### src/rtl/eclock_vpa_ctrl.sv
// eclock_vpa_ctrl: derives the 6800-style E clock from C7M and runs the VPA/VMA handshake.
module eclock_vpa_ctrl #(
  parameter int E_PERIOD  = 10,
  parameter int E_HIGH    = 4,
  parameter int VMA_POINT = 3
) (
  input  logic       C14M,
  input  logic       RESET,
  input  logic       C7M,
  input  logic       AS_n,
  input  logic       VPA_n,
  output logic       E,
  output logic       VMA_n,
  output logic       ECYC_END,
  output logic [3:0] ECNT
);
  localparam logic [3:0] LP_LAST = 4'(E_PERIOD - 1);
  localparam logic [3:0] LP_RISE = 4'(E_PERIOD - E_HIGH);
  localparam logic [3:0] LP_VMA  = 4'(VMA_POINT);
  typedef enum logic [1:0] {IDLE, SYNC, VMA, DONE} state_t;
  state_t     r_state;
  logic [3:0] r_ecnt;
  logic       r_e, r_vma_n, r_end;
  logic       w_tick;
  logic [3:0] w_ecnt_nxt;
  assign w_tick     = ~C7M;
  assign w_ecnt_nxt = (r_ecnt == LP_LAST) ? 4'd0 : r_ecnt + 4'd1;
  // The E counter free-runs; the handshake only observes it.
  always_ff @(posedge C14M or posedge RESET) begin
    if (RESET) begin
      r_ecnt <= 4'd0;
      r_e    <= 1'b0;
    end else if (w_tick) begin
      r_ecnt <= w_ecnt_nxt;
      r_e    <= w_ecnt_nxt >= LP_RISE;
    end
  end
  always_ff @(posedge C14M or posedge RESET) begin
    if (RESET) begin
      r_state <= IDLE;
      r_vma_n <= 1'b1;
      r_end   <= 1'b0;
    end else begin
      r_end <= 1'b0;
      case (r_state)
        IDLE: begin
          r_vma_n <= 1'b1;
          if (!AS_n && !VPA_n) r_state <= SYNC;
        end
        SYNC: begin
          if (AS_n) begin
            r_vma_n <= 1'b1;
            r_state <= IDLE;
          end else if (w_tick && w_ecnt_nxt == LP_VMA) begin
            r_vma_n <= 1'b0;
            r_state <= VMA;
          end
        end
        VMA: begin
          if (AS_n) begin
            r_vma_n <= 1'b1;
            r_state <= IDLE;
          end else if (w_tick && w_ecnt_nxt == 4'd0) begin
            r_end   <= 1'b1;
            r_state <= DONE;
          end
        end
        default: begin
          if (AS_n) begin
            r_vma_n <= 1'b1;
            r_state <= IDLE;
          end
        end
      endcase
    end
  end
  assign E        = r_e;
  assign VMA_n    = r_vma_n;
  assign ECYC_END = r_end;
  assign ECNT     = r_ecnt;
endmodule

### config.mk
export PLATFORM = sky130hd
export DESIGN_NAME = eclock_vpa_ctrl
export DESIGN_NICKNAME = d
export VERILOG_FILES = /design/src/rtl/eclock_vpa_ctrl.sv
export SDC_FILE = /design/constraint.sdc
export NUM_CORES = 1
export LEC_CHECK = 0
export ABC_AREA = 0
export BUFFER_PORTS_ARGS = -buffer_cell sky130_fd_sc_hd__buf_2
export CORE_AREA = 10 10 47 49
export CTS_BUF_LIST = sky130_fd_sc_hd__clkbuf_2
export DETAILED_ROUTE_END_ITERATION = 8
export DIE_AREA = 0 0 57 59
export PLACE_DENSITY_LB_ADDON = 0.12
export SKIP_LAST_GASP = 1
export SYNTH_ARGS = -nofsm -noshare
export SYNTH_HDL_FRONTEND = slang
export SYNTH_SLANG_ARGS = --single-unit
export TNS_END_PERCENT = 5
### constraint.sdc
create_clock -name C14M -period 3.15 [get_ports C14M]
set_clock_uncertainty 0.1 [all_clocks]
set_input_delay 0.945 -clock C14M [delete_from_list [all_inputs] [get_ports C14M]]
set_output_delay 0.945 -clock C14M [all_outputs]
set_load 0.03 [all_outputs]
==> results of run 1 <==
-- synth_stat cells, drive strengths merged --
library cell,n
nand4,2
or3,1
and2b,2
nand2b,1
xnor2,3
dfrtp,8
a41oi,1
a31oi,1
a21boi,1
or2b,1
o31ai,2
a311oi,1
dfstp,1
o21bai,1
nand2,3
nor4,1
nor2b,2
inv,3
o21ai,2
nor3,1
a21oi,3
buf,4
o22ai,1
nor2,2
-- worst register-to-register path, cell delays in order (launching register included) --
cell and delay, ns:
dfrtp_1 0.50, nor4_4 0.37, a21boi_1 0.10, or3_1 0.34
-- power breakdown --
group | internal [mW] | leakage, nW | switching [mW]
logic | 0.0927 | 0.123 | 0.137
registers | 0.150 | 0.111 | 0.0778
clock network | 0.0337 | 0.0166 | 0.0399
total | 0.277 | 0.250 | 0.255
-- worst paths after layout --
path                       slack [ns]  depth (start not counted)      end     from
max in group asynchronous        2.11                          2    VMA_n    RESET
hold / removal                   0.40                          2        E        E
min in group asynchronous        0.54                          2  ECNT[2]    RESET
setup reg to reg                 1.67                          3    VMA_n  ECNT[2]
setup / recovery                 1.05                          1  ECNT[3]  ECNT[3]
hold reg to reg                  0.40                          2        E        E
-- cell type report --
type	instances	area, um^2	area share (%)
multi-input combinational	32	216.5	39.41
timing repair buffer	11	55.05	10.02
inverter	3	11.26	2.050
tap	16	20.02	3.645
sequential	9	226.5	41.23
clock buffer	4	20.02	3.645
-- per-stage QoR --
stage	util [%]	instance area, um^2	hold slack, ns
6_report	39.20	549.3	0.3962
5_1_grt	39.20	549.3	0.4579
4_1_cts	39.20	549.3	0.4053
3_5_place_dp	37.77	529.3	0.3780
3_3_place_gp	37.77	529.3	0.3818
2_1_floorplan	-	483.0	0.3683
-- metal layers --
metal	track usage, %	vias to the layer above
met5	0	-
met4	2.013	0
met3	5.150	0
met2	10.08	10
met1	6.159	175
li1	-	190
-- sequential cells by signal, summed over array words and instances, names as in the netlist --
register	count
VMA_n	1
ECNT	4
E	1
ECYC_END	1
r_state	2
-- cell families (layout without fill, tap and decap cells) --
family                 count (synthesis)  in the layout  synth area share, %
AND/OR/NAND/NOR                       16             16                21.76
AO/OA/AOI/OAI                         13             13                17.62
buffers and inverters                  7             18                8.290
flip-flops                             9              9                46.89
XOR/XNOR                               3              3                5.441
==> impl_metrics.env, run 1 <==
export IMPL_ios=12
export IMPL_synth_warning_count=0
export IMPL_drc=0
export IMPL_postCtsSetupBuffers=0
export IMPL_ys_seq_area_share_pct=46.89
export IMPL_cpPeakStageDelay_ns=0.54
export IMPL_ys_ff_latch=9
export IMPL_grt_max_degree=12
export IMPL_final_net_count=65
export IMPL_peakVddDrop_mv=0.3613
export IMPL_fin_crit_sh_pct=66.61
export IMPL_path_cells="buf_2"
export IMPL_cp_required_ns=2.10
export IMPL_grt_pass1_wl_mm=1.642
export IMPL_syn_area_per_cell_um2=10.06
export IMPL_wl_per_cell_um=12.84
export IMPL_setup_ws_ns=1.052
export IMPL_critical_path_class="register to output pin"
export IMPL_total_power_mw=0.5319
export IMPL_initial_core_util_pct=34.46
export IMPL_worstMarginPinSlew_ns=0.3493
export IMPL_yosysUniqueCellTypes=26
export IMPL_vias=375
export IMPL_cts_sinks=9
export IMPL_first_pass_iters=4
export IMPL_yosysTopAreaCellShare_pct=41.45
export IMPL_finalNonFillerCells=75
export IMPL_ant_nets=0
export IMPL_cts_tree="built"
export IMPL_grt_pass1_vias=358
export IMPL_synthTopCellsByArea="dfrtp_1 41%, dfstp_2 5.4%, xnor2_1 5.4%, nor4_4 4.4%, a21oi_1 3.1%"
export IMPL_slew_headroom_pct=76.69
export IMPL_p_leak_nw=0.2500
export IMPL_crit_family="flip-flops"
export IMPL_layout_cells_most_common="buf_2"
export IMPL_dieArea_um2=3363
export IMPL_syn_inst=48
export IMPL_status="completed"
export IMPL_setup_violations=0
export IMPL_dp_cells=71
export IMPL_synth_largest_area_cell="dfrtp_1"
export IMPL_gp_congestion=0.7063
export IMPL_cp_end_kind="output pin"
export IMPL_m1WireLength_um=424
export IMPL_fp_dieW_um=57
export IMPL_period_needed_ns=2.098
export IMPL_pre_cts_ws_ns=1.187
export IMPL_cap_violations=0
export IMPL_met3_length_um=71
export IMPL_netlist_area_um2=483.0
export IMPL_core_region_area_um2=1401
export IMPL_setup_worst_path_start_class="register"
export IMPL_fmax_mhz=476.6
export IMPL_drv_slew=0
export IMPL_p_per_area_nw_per_um2=968.4
export IMPL_rows=14
export IMPL_setup_tns_ns=0
export IMPL_crit_buf_inv=1
export IMPL_cts_hold_buf=0
export IMPL_most_common_layout_cells="11 x buf_2, 8 x dfrtp_1, 4 x clkbuf_2"
export IMPL_arrival_ns=1.05
export IMPL_wl_met2_um=467
export IMPL_slowest_stage="dfrtp_1"
export IMPL_track_usage_pct=6.348
export IMPL_h_tree_depth=1
export IMPL_top_layer="met3"
export IMPL_die_h_um=59
export IMPL_hp_class="register to register"
export IMPL_cts_made_buffers=3
export IMPL_antenna_cells=0
export IMPL_nFillCells=151
export IMPL_layout_drive_gt1_share_pct=28.81
export IMPL_hold_viol_final=0
export IMPL_via_per_inst=5.000
export IMPL_hpwl_um=736.7
export IMPL_clkLatencyLatePin_ns=0.24
export IMPL_rsz0062_at_grt="false"
export IMPL_portBuffers=11
export IMPL_crit_path_max_fanout=10
export IMPL_antenna_found_initial=0
export IMPL_cts_root_buffer="clkbuf_2"
export IMPL_clockBufferDepth=2
export IMPL_synth_fp_nets=53
export IMPL_cts_resized=0
export IMPL_drt_total_wl_um=963
export IMPL_area_delta_synth_final_pct=13.73
export IMPL_drtIter0Drc=6
export IMPL_overflow=0
export IMPL_cts_clk_slew_worst_paths_ns=0.09
Power figures use the tool's default switching activity.
==> inputs of run 2 (changes only) <==
Settings changed: ABC_AREA 0 to 1.
Clock period 3.15 ns to 1.7 ns, I/O delays scaled along.
==> run 2 against run 1 <==
Net effect: critical path depth is the same; die area unchanged; via count is 25% higher; clock-buffer cell count unchanged; routed wire length is 14% higher; register-to-register slack lost 1.4 ns; global-route usage is 1.1 points higher; highest routed layer is now met4; clock power grew 100%; non-clock buffer count is the same; total power is 120% higher.
==> impl_metrics.env, run 2 <==
export IMPL_status="completed"
export IMPL_cts_clk_slew_worst_paths_ns=0.10
export IMPL_track_usage_pct=7.444
export IMPL_grt_pass1_wl_mm=1.987
export IMPL_yosysUniqueCellTypes=21
export IMPL_cts_made_buffers=3
export IMPL_setup_worst_path_start_class="register"
export IMPL_ys_async_sr_fraction_pct=100.0
export IMPL_dieArea_um2=3363
export IMPL_via_per_inst=4.968
export IMPL_netlist_area_um2=524.3
export IMPL_synth_largest_area_cell="dfrtp_1"
export IMPL_fp_dieW_um=57
export IMPL_p_per_area_nw_per_um2=1959
export IMPL_ant_nets=0
export IMPL_gp_congestion=0.8204
export IMPL_first_pass_iters=4
export IMPL_slew_headroom_pct=76.39
export IMPL_arrival_ns=0.99
export IMPL_crit_path_max_fanout=2
export IMPL_critical_path_class="register to output pin"
export IMPL_path_cells="buf_2"
export IMPL_hp_class="input pin to async pin"
export IMPL_reg2reg_to="r_state[1]"
export IMPL_slowest_stage="dfstp_2"
export IMPL_cts_hold_buf=0
export IMPL_most_common_layout_cells="11 x buf_2, 10 x nand2_1, 7 x dfrtp_1"
export IMPL_antenna_cells=0
export IMPL_ios=12
export IMPL_grt_pass1_vias=470
export IMPL_portBuffers=11
export IMPL_initial_core_util_pct=37.41
export IMPL_layout_cells_most_common="buf_2"
export IMPL_rsz0062_at_grt="false"
export IMPL_synth_xor_area_share_pct=1.671
export IMPL_cts_tree="built"
export IMPL_cts_root_buffer="clkbuf_2"
export IMPL_cp_end_kind="output pin"
export IMPL_ys_seq_area_share_pct=43.20
export IMPL_h_tree_depth=1
export IMPL_cp_required_ns=1.09
export IMPL_drt_total_wl_mm=1.097
export IMPL_die_h_um=59
export IMPL_synth_most_common_cell="nand2_1"
export IMPL_synth_adder_area_share_pct=0
export IMPL_hpwl_um=861.7
export IMPL_p_leak_nw=0.3041
export IMPL_period_needed_ns=1.599
export IMPL_ff2ff_path_depth=8
export IMPL_synth_compound_area_share_pct=10.26
export IMPL_syn_inst=65
export IMPL_overflow=0
export IMPL_core_region_area_um2=1401
export IMPL_r2r_slack_ns=0.31
export IMPL_clockBufferDepth=2
export IMPL_synth_common_cells="10 x nand2_1, 8 x dfrtp_1, 6 x nand3_1, 6 x nor2_1, 5 x inv_1"
export IMPL_synth_fp_nets=70
export IMPL_crit_family="flip-flops"
export IMPL_wl_per_cell_um=11.67
export IMPL_yosysTopAreaCellShare_pct=38.19
export IMPL_cts_sinks=9
export IMPL_drc=0
export IMPL_grt_max_degree=10
export IMPL_synthMuxAreaShare_pct=0
export IMPL_hold_viol_final=0
export IMPL_cpPeakStageDelay_ns=0.54
export IMPL_fmax_mhz=625.5
export IMPL_synth_warning_count=0
export IMPL_r2r_start="ECNT[1]"
export IMPL_largest_register_ffs=4
export IMPL_ys_ff_latch=9
export IMPL_setup_tns_ns=0
export IMPL_peakVddDrop_mv=0.7714
export IMPL_cap_violations=0
export IMPL_antenna_found_initial=0
export IMPL_final_net_count=84
export IMPL_fin_crit_sh_pct=94.04
export IMPL_synthTopCellsByArea="dfrtp_1 38%, nand2_1 7.2%, nand3_1 5.7%, nand3_2 5.7%, dfstp_2 5.0%"
export IMPL_drtIter0Drc=17
export IMPL_syn_area_per_cell_um2=8.065
export IMPL_crit_buf_inv=1
export IMPL_clkLatencyLatePin_ns=0.26
export IMPL_rows=14
export IMPL_setup_violations=0
export IMPL_nFillCells=143
export IMPL_area_delta_synth_final_pct=15.51
export IMPL_worstMarginPinSlew_ns=0.3537
export IMPL_layout_drive_gt1_share_pct=38.46
export IMPL_vias=467
export IMPL_drv_slew=0
export IMPL_synth_edf_count=0
export IMPL_final_util_pct=43.21
export IMPL_ys_flop_type="dfrtp_1"
export IMPL_yosys_area_share_simple_pct=35.56
export IMPL_synth_top_family_by_area="simple AND/OR/NAND/NOR gates"
[run 2: how the worst max path moves through the flow]
| stage | cells past startpoint | from | end | slack, ns |
|---|---|---|---|---|
| 3_5_place_dp | 9 | C7M | r_state[0] | 0.21 |
| 5_1_grt | 1 | ECNT[1] | ECNT[1] | 0.07 |
| 2_1_floorplan | 8 | ECNT[0] | r_state[0] | 0.27 |
| 3_3_place_gp | 9 | C7M | r_state[0] | 0.21 |
| 6_report | 1 | VMA_n | VMA_n | 0.10 |
| 4_1_cts | 1 | ECNT[0] | ECNT[0] | 0.02 |
[run 2: cells by family (layout without fill, tap and decap cells)]
family          Yosys count  after routing
compound gates            9              9
xor+xnor                  1              1
simple gates             35             35
buf+inv                  11             24
flops                     9              9
[run 2: repair_timing]
item                       CTS  global route
setup endpoints to repair    0             1
gates resized for setup      0             1
setup buffers                0             0
[run 2: cell type report]
type	count	area (um^2)	share of cell area, %
sequential	9	227.7	37.60
inverter	9	33.78	5.579
timing repair buffer	11	55.05	9.091
clock buffer	4	20.02	3.306
multi-input combinational	45	249.0	41.12
tap	16	20.02	3.306
[run 2: stage by stage]
step | instances | power (mW) | setup slack (ns) | instance area [um^2] | hold slack [ns]
2_1_floorplan | 65 | 0.9081 | 0.2682 | 524.3 | 0.2372
3_3_place_gp | 90 | 1.053 | 0.2131 | 584.3 | 0.3830
3_5_place_dp | 90 | 1.040 | 0.2059 | 584.3 | 0.3871
4_1_cts | 94 | 1.190 | 0.01810 | 604.3 | 0.09788
5_1_grt | 94 | 1.294 | 0.06863 | 605.6 | 0.1154
6_report | 94 | 1.186 | 0.1014 | 605.6 | 0.08548
[run 2: power by group]
part           leakage, nW  internal (mW)  switching [mW]
Sequential           0.111          0.309           0.102
Combinational        0.176          0.204           0.421
Clock               0.0166         0.0624          0.0874
[run 2: metal layers]
layer	vias to the layer above	GRT usage (%)	wire length, um
li1	239	-	-
met4	0	6.376	38
met3	5	2.790	90
met2	15	10.39	470
met1	208	8.727	498
met5	-	0	0
